===== config.mk =====
export PLATFORM = sky130hd
export DESIGN_NAME = vga_tile_reader
export DESIGN_NICKNAME = d
export VERILOG_FILES = /design/src/rtl/vga_tile_reader.sv
export SDC_FILE = /design/constraint.sdc
export NUM_CORES = 1
export LEC_CHECK = 0
export CAP_MARGIN = 20
export CORE_MARGIN = 4
export CORE_UTILIZATION = 51
export DETAILED_ROUTE_END_ITERATION = 6
export PLACE_DENSITY = 0.91
export SYNTH_ARGS = -nofsm -noshare
export SYNTH_HDL_FRONTEND = slang
export SYNTH_SLANG_ARGS = --single-unit
export TNS_END_PERCENT = 50

===== constraint.sdc =====
create_clock -name clk -period 2.6 [get_ports clk]
set_input_delay 0.39 -clock clk [delete_from_list [all_inputs] [get_ports clk]]
set_output_delay 0.39 -clock clk [all_outputs]
set_load 0.01 [all_outputs]

===== src/rtl/vga_tile_reader.sv =====
// 640x480@60 VGA scan-out of a 40x30 tile VRAM: timing counters, tile address generation,
// and a two-stage pipeline that keeps sync/DE aligned with colour. Optional macro: TILE_GRID_EN.
module vga_tile_reader #(
    parameter int ADDR_WIDTH = 11,
    parameter int DATA_WIDTH = 8,
    parameter int X_TILES    = 40,
    parameter int Y_TILES    = 30,
    parameter int H_VIS      = 640,
    parameter int H_FP       = 16,
    parameter int H_SYNC     = 96,
    parameter int H_BP       = 48,
    parameter int V_VIS      = 480,
    parameter int V_FP       = 10,
    parameter int V_SYNC     = 2,
    parameter int V_BP       = 33
) (
    input  logic                  clk,
    input  logic                  rst,
    input  logic                  vram_ready,
    input  logic [DATA_WIDTH-1:0] vram_data,
    output logic                  read_en,
    output logic [ADDR_WIDTH-1:0] read_addr,
    output logic                  hsync,
    output logic                  vsync,
    output logic                  de,
    output logic [3:0]            vga_r,
    output logic [3:0]            vga_g,
    output logic [3:0]            vga_b,
    output logic                  frame_start
);

    localparam logic [9:0] H_LAST   = 10'(H_VIS + H_FP + H_SYNC + H_BP - 1);
    localparam logic [9:0] V_LAST   = 10'(V_VIS + V_FP + V_SYNC + V_BP - 1);
    localparam logic [9:0] H_VIS_C  = 10'(H_VIS);
    localparam logic [9:0] V_VIS_C  = 10'(V_VIS);
    localparam logic [9:0] HS_START = 10'(H_VIS + H_FP);
    localparam logic [9:0] HS_END   = 10'(H_VIS + H_FP + H_SYNC);
    localparam logic [9:0] VS_START = 10'(V_VIS + V_FP);
    localparam logic [9:0] VS_END   = 10'(V_VIS + V_FP + V_SYNC);
    localparam logic [4:0] Y_TILES_C = 5'(Y_TILES);

    logic [9:0] h_cnt;
    logic [9:0] v_cnt;
    logic       frame_ok;

    always_ff @(posedge clk) begin
        if (rst) begin
            h_cnt <= '0;
            v_cnt <= '0;
        end else if (h_cnt == H_LAST) begin
            h_cnt <= '0;
            v_cnt <= (v_cnt == V_LAST) ? 10'd0 : v_cnt + 10'd1;
        end else begin
            h_cnt <= h_cnt + 10'd1;
        end
    end

    // Stage 0. VRAM read port: read_en/read_addr are combinational from the counters; the
    // matching byte appears on vram_data exactly one clk later. There is no back-pressure.
    logic                  frame_origin;
    logic                  ok_now;
    logic                  vis;
    logic [5:0]            tile_x;
    logic [4:0]            tile_y;
    logic [ADDR_WIDTH-1:0] tile_addr;
    logic                  hs_raw;
    logic                  vs_raw;
    logic                  grid_raw;

    always_comb begin
        frame_origin = (h_cnt == 10'd0) && (v_cnt == 10'd0);
        // The origin pixel itself already uses the freshly sampled ready flag.
        ok_now       = frame_origin ? vram_ready : frame_ok;
        tile_x       = h_cnt[9:4];
        tile_y       = v_cnt[8:4];
        vis          = (h_cnt < H_VIS_C) && (v_cnt < V_VIS_C) && (tile_y < Y_TILES_C);
        tile_addr    = ADDR_WIDTH'(tile_y) * ADDR_WIDTH'(X_TILES) + ADDR_WIDTH'(tile_x);
        read_addr    = vis ? tile_addr : '0;
        read_en      = vis && ok_now && !rst;
        hs_raw       = !((h_cnt >= HS_START) && (h_cnt < HS_END));
        vs_raw       = !((v_cnt >= VS_START) && (v_cnt < VS_END));
        grid_raw     = vis && ((h_cnt[3:0] == 4'd0) || (v_cnt[3:0] == 4'd0));
    end

    always_ff @(posedge clk) begin
        if (rst) begin
            frame_ok <= 1'b0;
        end else if (frame_origin) begin
            frame_ok <= vram_ready;
        end
    end

    // Stage 1: control travels alongside the outstanding VRAM read.
    logic vis_d1;
    logic ok_d1;
    logic hs_d1;
    logic vs_d1;
    logic first_d1;
    logic grid_d1;

    always_ff @(posedge clk) begin
        if (rst) begin
            vis_d1   <= 1'b0;
            ok_d1    <= 1'b0;
            hs_d1    <= 1'b1;
            vs_d1    <= 1'b1;
            first_d1 <= 1'b0;
            grid_d1  <= 1'b0;
        end else begin
            vis_d1   <= vis;
            ok_d1    <= ok_now;
            hs_d1    <= hs_raw;
            vs_d1    <= vs_raw;
            first_d1 <= frame_origin;
            grid_d1  <= grid_raw;
        end
    end

    // Stage 2: RRRGGGBB expanded to 4:4:4 by replicating the top bits.
    logic [3:0] r_exp;
    logic [3:0] g_exp;
    logic [3:0] b_exp;
    logic       show_vram;
    logic       show_grid;

    always_comb begin
        r_exp     = {vram_data[7:5], vram_data[7]};
        g_exp     = {vram_data[4:2], vram_data[4]};
        b_exp     = {vram_data[1:0], vram_data[1:0]};
        show_vram = vis_d1 && ok_d1;
`ifdef TILE_GRID_EN
        show_grid = vis_d1 && grid_d1;
`else
        show_grid = 1'b0 & grid_d1;
`endif
    end

    always_ff @(posedge clk) begin
        if (rst) begin
            de          <= 1'b0;
            hsync       <= 1'b1;
            vsync       <= 1'b1;
            frame_start <= 1'b0;
            vga_r       <= 4'd0;
            vga_g       <= 4'd0;
            vga_b       <= 4'd0;
        end else begin
            de          <= vis_d1;
            hsync       <= hs_d1;
            vsync       <= vs_d1;
            frame_start <= first_d1;
            if (show_grid) begin
                vga_r <= 4'hF;
                vga_g <= 4'hF;
                vga_b <= 4'hF;
            end else if (show_vram) begin
                vga_r <= r_exp;
                vga_g <= g_exp;
                vga_b <= b_exp;
            end else begin
                vga_r <= 4'd0;
                vga_g <= 4'd0;
                vga_b <= 4'd0;
            end
        end
    end

endmodule


-- Word level (Yosys, flattened, before mapping)
Cells that the tools add are included.
- bits of input ports: 11
- flip-flop bits (word level): 41
- output and inout port bits: 28
- word-level logic and storage cells: 46
- bitwise operators: 1
- order comparisons: 7
- add/subtract/negate cells: 3
- reduce and logical (&&, ||, !) cells: 15
- muxes and demuxes: 3
- eq/ne operators: 2
- multipliers: 1
- operators by type and width (cell ; number):
    10-bit by 1-bit adder with 10-bit output (second input constant) ; 2
    10-bit == test (second input constant) ; 2
    10-bit logical NOT ; 2
    10-bit less-than comparator (second input constant) ; 2
    10-bit by 9-bit less-than comparator with 1-bit output (second input constant) ; 2
    11-bit by 6-bit adder with 11-bit output ; 1
    11-bit two-way mux ; 1
    10-bit >= comparator (second input constant) ; 1
    10-bit by 9-bit >= comparator with 1-bit output (second input constant) ; 1
    10-bit two-way mux ; 1
    1-bit logical AND ; 8
    5-bit by 3-bit multiplier with 8-bit output (second input constant) ; 1
    5-bit less-than comparator (second input constant) ; 1
    2-bit OR reduction ; 2
    1-bit logical NOT ; 3
    1-bit two-way mux ; 1
    1-bit NOT ; 1

-- Logic depth before layout (Yosys ltp)
- depth in word-level cells: 5
- gate-level depth with buffers: 8
- depth with buffers taken out: 8

-- Worst setup path after synthesis
Ideal clock, no wire load.
- path type: register to output
- start point: register v_cnt[5]
- end point: output read_addr[9]
- stages on the path, launching flop included: 9
- slack: 45 ps
- arrival: 2165 ps
- path buffers: 0
- data required time: 2210 ps
- cell sequence: dfxtp_1 -> ha_1 -> ha_1 -> inv_1 -> fa_1 -> nor2b_1 -> o211ai_1 -> or2_2 -> mux2i_1
- longest elaborated chain between the ends: 4
- elaborated cells on any way between the ends: 7
- classes of those cells: 1 x add/sub; 1 x mul; 2 x order compare; 1 x mux; 2 x reduce/logical
- ends and longest elaborated chain (item ; line ; source):
    start, declared ; 43 ; logic [9:0] v_cnt;
    start signal, assigned ; 52 ; v_cnt <= (v_cnt == V_LAST) ? 10'd0 : v_cnt + 10'd1;
    parallel branches: the longest is 3 deep, another holds 11-bit by 6-bit adder with 11-bit output ; - ;
    11-bit two-way mux (*) ; 78 ; read_addr = vis ? tile_addr : '0;
    end, declared ; 22 ; output logic [ADDR_WIDTH-1:0] read_addr,
Every way passes the cells marked *.

-- Final worst setup path
Same ends and word-level chain as after synthesis.

==> impl_results.md <==
- Routed wire per std cell: 16.37 um
- RSZ-0062 raised after global routing: true
- Synth Instances: approximately 220
- Final Cycle Share: 104.4%
- Antenna-violating nets left: 0
- CP bufs+invs: 2
- Arrival time worst endpoint: approximately 2.3 ns
- Largest net degree at the start of global routing: 25
- Drt initial violations: 187
- Hold Buf Count CTS: 0
- Net Count, Synth: ~250
- Total CTS buffers: 5
- Largest stage delay on the critical path: 0.46 ns
- CTS Root Cell: clkbuf_8
- Setup Skew: 0.008733 ns
- Worst reg-to-reg path cell count: 6
- Reg-to-Reg Start: h_cnt[7]
- Core footprint: 3689 um2
- Drc violations: 0
- Kind of critical path: flop to primary output
- Max Cap Viol: 0
- Number of synthesized register bits: 37
- Avg Vias per Cell: 5.792
- CP startpoint: v_cnt[5]
- Crit. End Element: primary output
- Slowest cell on the critical path: fa_2
- Hold slack: 0.4217 ns
- # clock sinks: 37
- Final Hold Viols: 0
- Failing checks: setup timing
- Final Core Density: 76.02%
- Final slew viol count: 0
- DIE HEIGHT: about 70 um
- Cell row count: 22
- R2R setup slack: 0.21 ns
- Worst slew pin tran: 0.4629 ns
- CP cell instances: ha_4, ha_4, inv_2, fa_2, nor2b_4, o211ai_1, or2_4, mux2i_1, buf_2
- Antenna cells: 0
- Maximum VDD drop: 0.4027 mV
- First-pass GRT wire length: 9.404 mm
- Clk slew on worst S/H paths: about 0.080 ns
- Cell variety after synth: 44
- Crit path depth: 9
- Reg area: 748.2 um2
- Footprint of the multi-input gates: 1206 um2
- Most used cell, CP: ha_4
- Power per cell area: between 400 and 500 nW/um2
- Layout cells sized above 1: 28.03%
- Initial antenna violation count: 0
- Via count: 1952
- Clock period minus worst slack: 2.714 ns
- Ys Warns: 0
- Hold/Removal Path Class: flop to flop
- Mapped Area: 1958 um2
- Leakage: about 1.2 nW
- Gr usage total: about a quarter
- Final setup margin: -0.1144 ns
- HPWL after DPL: 3.567 mm
- Vias in the first global route: 1998
- DRT Wirelength: about 5.5 mm
- Type of origin of the critical path: flop
- Filler cells: 233
- Clock tree buffer depth: 2
- Fmax: ~370 MHz
- GR Overflow Total: 0
- Total die area: roughly 5000 um2
- Worst path top cell family by delay: adder cells
- Clock Latency Late Sink: 0.29 ns
- Starting Density: 53.09%
- P&R area growth vs syn: 43.19%
- Die W: between 60 and 70 um
- I/O pin cnt: 39
- Setup Total Neg Slack: -0.2743 ns
- Final setup viols: 4
- I/O Buffers: 38
- Slew HR: 69.08%
- Sequential fraction of the synthesis area: 37.83%
- Avg Cell Area, Syn: a little under 9 um2
- Run status: complete, but fails checks
- Drt first pass iters: 4
- CP endpoint: read_addr[9]
- CTS tree: yes
- Worst reg2reg path endpoint: v_cnt[7]
- Req. time, crit path: 2.21 ns
- H-tree Lvls: 2
- GPL Wtd Cong: 0.9446
- Fin nets: 314
- CP Max Fanout: 2
[final cells by class]
class                   instances  share of cell area (%)
repair buffers                 73                   22.40
clock buffers                   6                   2.945
clock inverters                 2                   1.339
flip-flops and latches         37                   26.68
multi-input cells             160                   43.02
well taps                      48                   2.142
inverters                      11                   1.473
[synthesized netlist by cell type (all sizes together)]
| master | number | area, um2 |
|---|---|---|
| mux2i | 1 | 10.01 |
| and4 | 2 | 17.52 |
| nor2 | 14 | 52.55 |
| nand4 | 6 | 37.54 |
| o32ai | 1 | 8.760 |
| xor2 | 6 | 52.55 |
| clkbuf | 6 | 22.52 |
| xnor2 | 10 | 87.58 |
| o22ai | 1 | 6.260 |
| nor4b | 2 | 17.52 |
| or3 | 4 | 28.78 |
| fa | 2 | 40.04 |
| dfxtp | 37 | 740.7 |
| nand3 | 9 | 45.04 |
| nor3 | 14 | 70.07 |
| or4b | 3 | 30.03 |
| o211ai | 2 | 15.01 |
| and2 | 4 | 26.28 |
| nand2b | 1 | 6.260 |
| a21oi | 7 | 35.03 |
| ha | 13 | 162.7 |
| a31o | 1 | 8.760 |
| or2 | 3 | 18.77 |
| buf | 8 | 47.55 |
| nor2b | 8 | 50.05 |
| o21a | 1 | 7.510 |
| a21o | 1 | 7.510 |
| nand2 | 11 | 41.29 |
| nand3b | 1 | 7.510 |
| a21boi | 1 | 7.510 |
| o31ai | 4 | 30.03 |
| inv | 11 | 41.29 |
| o21ai | 5 | 25.02 |
| nor4 | 4 | 25.02 |
| and3 | 10 | 63.81 |
| nand4bb | 1 | 11.26 |
| or4 | 6 | 45.04 |
| nor3b | 1 | 7.510 |
[placed cells by master, fill, tap and decap left out, types with 4 or more instances in the layout]
cell             count
a21oi_1              6
and3_1               9
buf_2                5
buf_4               32
clkbuf_8             6
clkdlybuf4s50_1     26
dfxtp_1             33
dlymetal6s2s_1       4
ha_1                 8
inv_1               10
nand2_1             11
nand3_1              9
nand4_1              6
nor2_1              14
nor2b_1              6
nor3_1              13
nor4_1               4
o21ai_0              5
o31ai_1              4
or4_1                4
xnor2_1              9
xor2_1               6
[through the flow]
| stage | worst slack (ns) | cells | power [mW] | instance area [um2] |
|---|---|---|---|---|
| floorplan | 0.04489 | 222 | 0.6335 | 1958 |
| global placement | -0.3016 | 324 | 0.6704 | 2554 |
| detailed placement | -0.3624 | 324 | 0.6736 | 2554 |
| CTS | -0.07879 | 337 | 1.186 | 2771 |
| global route | -0.2161 | 337 | 1.222 | 2804 |
| finish | -0.1144 | 337 | 1.183 | 2804 |
[power by group]
group	internal (mW)	leakage [nW]	switching [mW]
Clock	0.312	0.0574	0.208
Combinational	0.0457	0.878	0.0325
Sequential	0.578	0.303	0.00776
[cell families after synthesis]
logic type               count (synthesis)  synth area share, %
XOR/XNOR                                16                7.156
multiplexers                             1               0.5112
adder cells (fa/ha/maj)                 15                10.35
AO/OA/AOI/OAI                           24                7.732
AND/OR/NAND/NOR                        104                30.74
buffers and inverters                   25                5.687
flip-flops                              37                37.83
[registers in the layout, summed over array words and instances (netlist names)]
| register | cells |
|---|---|
| h_cnt | 10 |
| vs_d1 | 1 |
| ok_d1 | 1 |
| frame_start | 1 |
| vis_d1 | 1 |
| vga_b | 2 |
| vsync | 1 |
| hsync | 1 |
| first_d1 | 1 |
| hs_d1 | 1 |
| vga_g | 3 |
| de | 1 |
| v_cnt | 10 |
| vga_r | 3 |
[how the worst min path moves through the flow]
stage / slack [ns] / to / cells after the start / startpoint
floorplan: 0.39 / hsync / 1 / hs_d1
global placement: 0.39 / hsync / 1 / hs_d1
detailed placement: 0.40 / vsync / 1 / vs_d1
CTS: 0.42 / vsync / 1 / vs_d1
global route: 0.44 / vsync / 1 / vs_d1
finish: 0.42 / vsync / 1 / vs_d1
[per-layer routing]
metal  up-vias  share of wire, %  routed length, um  global-route usage, %
met3        24               6.8                377                  5.324
met2        88                52               2875                  41.87
li1        916                 -                  -                      -
met4         0               3.2                174                  10.00
met5         -                 0                  0                      0
met1       924                38               2088                  27.11
[what timing repair did]
item / CTS / global route
pin swaps: 10 / 2
resized for setup: 46 / 16
endpoints found under the setup margin: 8 / 11
buffers inserted: 5 / 0
Power figures use the tool's default switching activity.
